**config.mk**
```make
export PLATFORM = sky130hd
export DESIGN_NAME = vga_timing_ctrl
export DESIGN_NICKNAME = d
export VERILOG_FILES = /design/src/rtl/vga_pkg.sv /design/src/rtl/vga_timing_ctrl_pixel_tick_gen.sv /design/src/rtl/vga_timing_ctrl.sv
export SDC_FILE = /design/constraint.sdc
export NUM_CORES = 1
export LEC_CHECK = 0
export BUFFER_PORTS_ARGS = -buffer_cell sky130_fd_sc_hd__buf_4
export CORE_UTILIZATION = 55
export DETAILED_ROUTE_END_ITERATION = 10
export PLACE_DENSITY = 0.9
export SLEW_MARGIN = 40
export SYNTH_ARGS = -nofsm -noshare
export SYNTH_HDL_FRONTEND = slang
export SYNTH_SLANG_ARGS = --single-unit
```
**constraint.sdc**
```tcl
create_clock -name clk -period 6 [get_ports clk]
set_clock_uncertainty 0.15 [all_clocks]
set_input_delay 0.6 -clock clk [delete_from_list [all_inputs] [get_ports clk]]
set_output_delay 0.6 -clock clk [all_outputs]
set_load 0.05 [all_outputs]
```
**src/rtl/vga_pkg.sv**
```systemverilog
// Shared VGA timing constants (640x480@60 defaults) and decode helpers.
// The optional frame counter is enabled by defining VGA_FRAME_CNT_EN.
package vga_pkg;

  localparam int COORD_W     = 10;
  localparam int FRAME_CNT_W = 8;
  localparam int DEF_DIV     = 4;

  localparam int DEF_H_DISPLAY = 640;
  localparam int DEF_H_FP      = 16;
  localparam int DEF_H_SYNC    = 96;
  localparam int DEF_H_BP      = 48;
  localparam int DEF_H_TOTAL   = DEF_H_DISPLAY + DEF_H_FP + DEF_H_SYNC + DEF_H_BP;

  localparam int DEF_V_DISPLAY = 480;
  localparam int DEF_V_FP      = 10;
  localparam int DEF_V_SYNC    = 2;
  localparam int DEF_V_BP      = 33;
  localparam int DEF_V_TOTAL   = DEF_V_DISPLAY + DEF_V_FP + DEF_V_SYNC + DEF_V_BP;

  localparam int DEF_H_SYNC_START = DEF_H_DISPLAY + DEF_H_FP;
  localparam int DEF_H_SYNC_END   = DEF_H_SYNC_START + DEF_H_SYNC - 1;
  localparam int DEF_V_SYNC_START = DEF_V_DISPLAY + DEF_V_FP;
  localparam int DEF_V_SYNC_END   = DEF_V_SYNC_START + DEF_V_SYNC - 1;

  // Inclusive window test used for both sync decoders.
  function automatic logic in_window(input logic [COORD_W-1:0] v,
                                     input int lo, input int hi);
    return (int'(v) >= lo) && (int'(v) <= hi);
  endfunction

endpackage

```
**src/rtl/vga_timing_ctrl_pixel_tick_gen.sv**
```systemverilog
// DIV-cycle prescaler producing a one-clk pixel enable; freezes when enable is low.
module pixel_tick_gen #(
  parameter int DIV = 4
) (
  input  logic clk_i,
  input  logic rst_ni,
  input  logic enable_i,
  output logic p_tick_o
);

  localparam int CW = (DIV > 1) ? $clog2(DIV) : 1;
  localparam logic [CW-1:0] CNT_LAST = CW'(DIV - 1);

  generate
    if (DIV < 1 || DIV > 16) begin : g_bad_div
      $error("pixel_tick_gen: DIV must be in 1..16");
    end
  endgenerate

  logic [CW-1:0] tick_cnt_q;
  logic [CW-1:0] tick_cnt_d;

  always_comb begin
    tick_cnt_d = tick_cnt_q;
    if (enable_i) begin
      tick_cnt_d = (tick_cnt_q == CNT_LAST) ? '0 : tick_cnt_q + CW'(1);
    end
  end

  always_ff @(posedge clk_i or negedge rst_ni) begin
    if (!rst_ni) begin
      tick_cnt_q <= '0;
    end else begin
      tick_cnt_q <= tick_cnt_d;
    end
  end

  // Gated by reset so a DIV=1 build stays quiet while held in reset.
  assign p_tick_o = rst_ni && enable_i && (tick_cnt_q == CNT_LAST);

endmodule

```
**src/rtl/vga_timing_ctrl.sv**
```systemverilog
// VGA scan timing on the master clock: pixel enable, scan counters, syncs, video_on.
// Define VGA_FRAME_CNT_EN to add the 8-bit frame_cnt output.
module vga_timing_ctrl
  import vga_pkg::*;
#(
  parameter int DIV       = DEF_DIV,
  parameter int H_DISPLAY = DEF_H_DISPLAY,
  parameter int H_FP      = DEF_H_FP,
  parameter int H_SYNC    = DEF_H_SYNC,
  parameter int H_BP      = DEF_H_BP,
  parameter int V_DISPLAY = DEF_V_DISPLAY,
  parameter int V_FP      = DEF_V_FP,
  parameter int V_SYNC    = DEF_V_SYNC,
  parameter int V_BP      = DEF_V_BP
) (
  input  logic               clk,
  input  logic               reset_n,
  input  logic               enable,
  output logic               p_tick,
  output logic               hsync,
  output logic               vsync,
  output logic               video_on,
  output logic [COORD_W-1:0] pixel_x,
  output logic [COORD_W-1:0] pixel_y,
  output logic               line_end,
  output logic               frame_start
`ifdef VGA_FRAME_CNT_EN
  ,
  output logic [FRAME_CNT_W-1:0] frame_cnt
`endif
);

  localparam int H_TOTAL    = H_DISPLAY + H_FP + H_SYNC + H_BP;
  localparam int V_TOTAL    = V_DISPLAY + V_FP + V_SYNC + V_BP;
  localparam int H_SYNC_LO  = H_DISPLAY + H_FP;
  localparam int H_SYNC_HI  = H_SYNC_LO + H_SYNC - 1;
  localparam int V_SYNC_LO  = V_DISPLAY + V_FP;
  localparam int V_SYNC_HI  = V_SYNC_LO + V_SYNC - 1;
  localparam logic [COORD_W-1:0] H_LAST = COORD_W'(H_TOTAL - 1);
  localparam logic [COORD_W-1:0] V_LAST = COORD_W'(V_TOTAL - 1);

  generate
    if (H_TOTAL > (1 << COORD_W) || V_TOTAL > (1 << COORD_W)) begin : g_bad_total
      $error("vga_timing_ctrl: H_TOTAL and V_TOTAL must each be <= 1024");
    end
  endgenerate

  pixel_tick_gen #(
    .DIV(DIV)
  ) u_pixel_tick_gen (
    .clk_i    (clk),
    .rst_ni   (reset_n),
    .enable_i (enable),
    .p_tick_o (p_tick)
  );

  logic [COORD_W-1:0] pixel_x_q, pixel_x_d;
  logic [COORD_W-1:0] pixel_y_q, pixel_y_d;
  logic               hsync_q, hsync_d;
  logic               vsync_q, vsync_d;
  logic               video_on_q, video_on_d;
  logic               frame_start_q, frame_start_d;

  // Syncs decode the next coordinates so they land on the same edge as pixel_x/y.
  always_comb begin
    pixel_x_d = pixel_x_q;
    pixel_y_d = pixel_y_q;
    if (p_tick) begin
      if (pixel_x_q == H_LAST) begin
        pixel_x_d = '0;
        pixel_y_d = (pixel_y_q == V_LAST) ? '0 : pixel_y_q + COORD_W'(1);
      end else begin
        pixel_x_d = pixel_x_q + COORD_W'(1);
      end
    end
    hsync_d       = !in_window(pixel_x_d, H_SYNC_LO, H_SYNC_HI);
    vsync_d       = !in_window(pixel_y_d, V_SYNC_LO, V_SYNC_HI);
    video_on_d    = (int'(pixel_x_d) < H_DISPLAY) && (int'(pixel_y_d) < V_DISPLAY);
    frame_start_d = p_tick && (pixel_x_q == H_LAST) && (pixel_y_q == V_LAST);
  end

  always_ff @(posedge clk or negedge reset_n) begin
    if (!reset_n) begin
      pixel_x_q     <= '0;
      pixel_y_q     <= '0;
      hsync_q       <= 1'b1;
      vsync_q       <= 1'b1;
      video_on_q    <= 1'b1;
      frame_start_q <= 1'b0;
    end else begin
      pixel_x_q     <= pixel_x_d;
      pixel_y_q     <= pixel_y_d;
      hsync_q       <= hsync_d;
      vsync_q       <= vsync_d;
      video_on_q    <= video_on_d;
      frame_start_q <= frame_start_d;
    end
  end

  assign pixel_x     = pixel_x_q;
  assign pixel_y     = pixel_y_q;
  assign hsync       = hsync_q;
  assign vsync       = vsync_q;
  assign video_on    = video_on_q;
  assign line_end    = p_tick && (pixel_x_q == H_LAST);
  // A frozen chain reports no frame start even if the wrap happened just before.
  assign frame_start = frame_start_q && enable;

`ifdef VGA_FRAME_CNT_EN
  logic [FRAME_CNT_W-1:0] frame_cnt_q, frame_cnt_d;

  always_comb begin
    frame_cnt_d = frame_cnt_q;
    if (frame_start) begin
      frame_cnt_d = frame_cnt_q + FRAME_CNT_W'(1);
    end
  end

  always_ff @(posedge clk or negedge reset_n) begin
    if (!reset_n) begin
      frame_cnt_q <= '0;
    end else begin
      frame_cnt_q <= frame_cnt_d;
    end
  end

  assign frame_cnt = frame_cnt_q;
`endif

endmodule

```
==> results.tsv <==
metric	value	unit
status	complete, no violations	
drt_iter0_markers	39	
critical_path_class	reg -> out	
grt_overflow	0	
grt_pass1_wl	4.788	mm
core-area	2255	sq um
n_fill_cell	170	
yosys-top-cells-area	dfrtp_1 43%, dfstp_2 5.9%, nand2_1 3.9%	
die_y	51.48	microns
clkTransAtPathRegs	0.14	ns
setup_viol_count_final	0	
cts_setup_buffers	0	
power.total	424.8	uW
crit-reg2reg-capture	vsync$_DFF_PN1_	
pin_count	29	
vias	1115	
antenna_found_initial	0	
post_cts_resized	0	
grt_util_all_layers	0.2502	
initial_utilization	0.5971	
wl	2.949	mm
async_flop_share	1.000	
timing.fmax	378.8	MHz
cts-root-buf	clkbuf_4	
synth_nets	139	
place_congestion	0.8957	
rsz0062_at_grt	no	
synth_most_common_cell	dfrtp_1	
vdd.ir_drop.worst	0.0001797	V
ant_nets	0	
synth_edf_count	0	
dp_hpwl	2.283	mm
syn_area	1346	sq um
cts.sinks	26	
stdcell_area	1639	sq um
yosysSeqAreaShare	0.4861	
syn_avg_cell_area	10.20	sq um
critical_path.startpoint_type	register	
placed_cell_area	1587	sq um
cts.htree.levels	1	
ys_warn_count	0	
r2r_cells	9	
synth.distinct_cells	39	
nets	171	
cp.required	5.25	ns
drcViolationCount	0	
end_kind	output pin	
clk_latency	0.32	ns
worstMarginPinSlew	0.4620	ns
grt_pass1_vias	1091	
synthTopCellsByCount	23 x dfrtp_1, 14 x nand2_1, 9 x nand3_1, 9 x nor2_1, 9 x o21ai_0	
final-hold-violation-count	0	
cts_tree	yes	
die_area	2650	sq um
hold_class	in -> async	
syn_inst	132	
ctsHoldBuffers	0	
grt_max_degree	29	
power_density	259.2	nW/um^2
finalCriticalPeriod	2.640	ns
layout-drive-gt1-share	0.2761	
num_rows	17	
diodes	0	
r2r_slack	3.56	ns
slew_viol_final	0	
ys_seq_elements	26	
io_buffers	28	
maxCapViolCount	0	
clockBufferDepth	2	
layout_setup_ws	3.360	ns
fin_crit_sh	0.4399	
routedWlPerCell	15.44	microns
area_delta_synth_final	21.75	%
die_x	51.48	microns
yosys.area.top_type	dfrtp_1	
dp_slack	3.221	ns
numCtsBuffers	3	
yosysTopAreaCellShare	0.4275	
synth_ff_type	dfrtp_1	
vias_per_cell	5.838	
crit_fanout	17	
firstDrtPassIters	6	
rr_startpoint	pixel_x[0]$_DFF_PN0_	
critPathArrivalTime	1.89	ns
fin_setup_tns	0	ns
slew_headroom	0.6892	
p_leak	0.8099	nW
-- area by class of cell --
class | instances | area, sq um | area share
flip-flops and latches | 26 | 654.4 | 0.3992
multi-input cells | 96 | 648.1 | 0.3954
repair buffers | 28 | 210.2 | 0.1282
clock buffers | 3 | 22.52 | 0.01374
clock inverters | 1 | 30.03 | 0.01832
well taps | 28 | 35.03 | 0.02137
inverters | 9 | 38.79 | 0.02366
-- per-stage QoR --
stage | hold WS, ns | std cells | util
final | 0.01503 | 191 | 0.7270
after detailed placement | 0.3787 | 187 | 0.7037
after floorplan | 0.1544 | 132 | -
after global routing | 0.02176 | 191 | 0.7270
after global placement | 0.3428 | 187 | 0.7037
after CTS | 0.01788 | 191 | 0.7270
-- layer usage --
metal / part of all wire / GRT usage / up-vias / wire length (microns)
li1: - / - / 538 / -
met4: 0.012 / 0.1216 / 0 / 36
met3: 0.060 / 0.03571 / 6 / 177
met5: 0 / 0 / - / 0
met1: 0.40 / 0.2979 / 527 / 1191
met2: 0.52 / 0.4372 / 44 / 1544
-- worst max-delay path, stage by stage (launching register included) --
cell and delay, ns:
dfrtp_1 0.46, ha_1 0.23, nand4_1 0.20, nor2_4 0.23
nand2_4 0.10, inv_6 0.13, buf_4 0.22
-- worst max path at each step --
stage | endpoint | start | slack (ns) | depth (start not counted)
6_report | line_end | pixel_x[0]$_DFF_PN0_ | 3.36 | 6
5_1_grt | line_end | pixel_x[0]$_DFF_PN0_ | 3.21 | 6
4_1_cts | line_end | pixel_x[0]$_DFF_PN0_ | 3.35 | 6
3_5_place_dp | vsync$_DFF_PN1_ | reset_n | 3.22 | 9
3_3_place_gp | vsync$_DFF_PN1_ | reset_n | 3.35 | 9
2_1_floorplan | vsync$_DFF_PN1_ | pixel_x[0]$_DFF_PN0_ | 3.43 | 10
-- flip-flops by register name, indices dropped and copies added (netlist names) --
name,cells
hsync,1
vsync,1
frame_start_q,1
pixel_y,10
pixel_x,10
u_pixel_tick_gen.tick_cnt_q,2
video_on,1
-- cell usage in the layout (no fill, tap or decap), drive strengths merged, types with 4 or more instances in the layout --
master / netlist / final
inv: 9 / 9
nand2: 15 / 15
dfrtp: 23 / 23
xor2: 5 / 5
ha: 4 / 4
buf: 1 / 28
xnor2: 5 / 5
nand4: 9 / 9
o21ai: 9 / 9
nor2: 11 / 11
nand3: 9 / 9
-- power breakdown --
| part | switching (mW) | leakage (nW) | internal, mW |
|---|---|---|---|
| clock | 0.0517 | 0.0279 | 0.0675 |
| sequential | 0.0184 | 0.340 | 0.191 |
| combinational | 0.0619 | 0.442 | 0.0339 |
| total | 0.132 | 0.810 | 0.293 |
-- logic make-up after synthesis --
| kind of cell | synth area share |
|---|---|
| AOI/OAI and AO/OA | 0.1013 |
| xor gates and xnor gates | 0.06505 |
| adders and majority gates | 0.03718 |
| buffers and inverters | 0.03253 |
| DFF | 0.4861 |
| muxes | 0.02788 |
| and+or+nand+nor | 0.2500 |
Power figures use the tool's default switching activity.
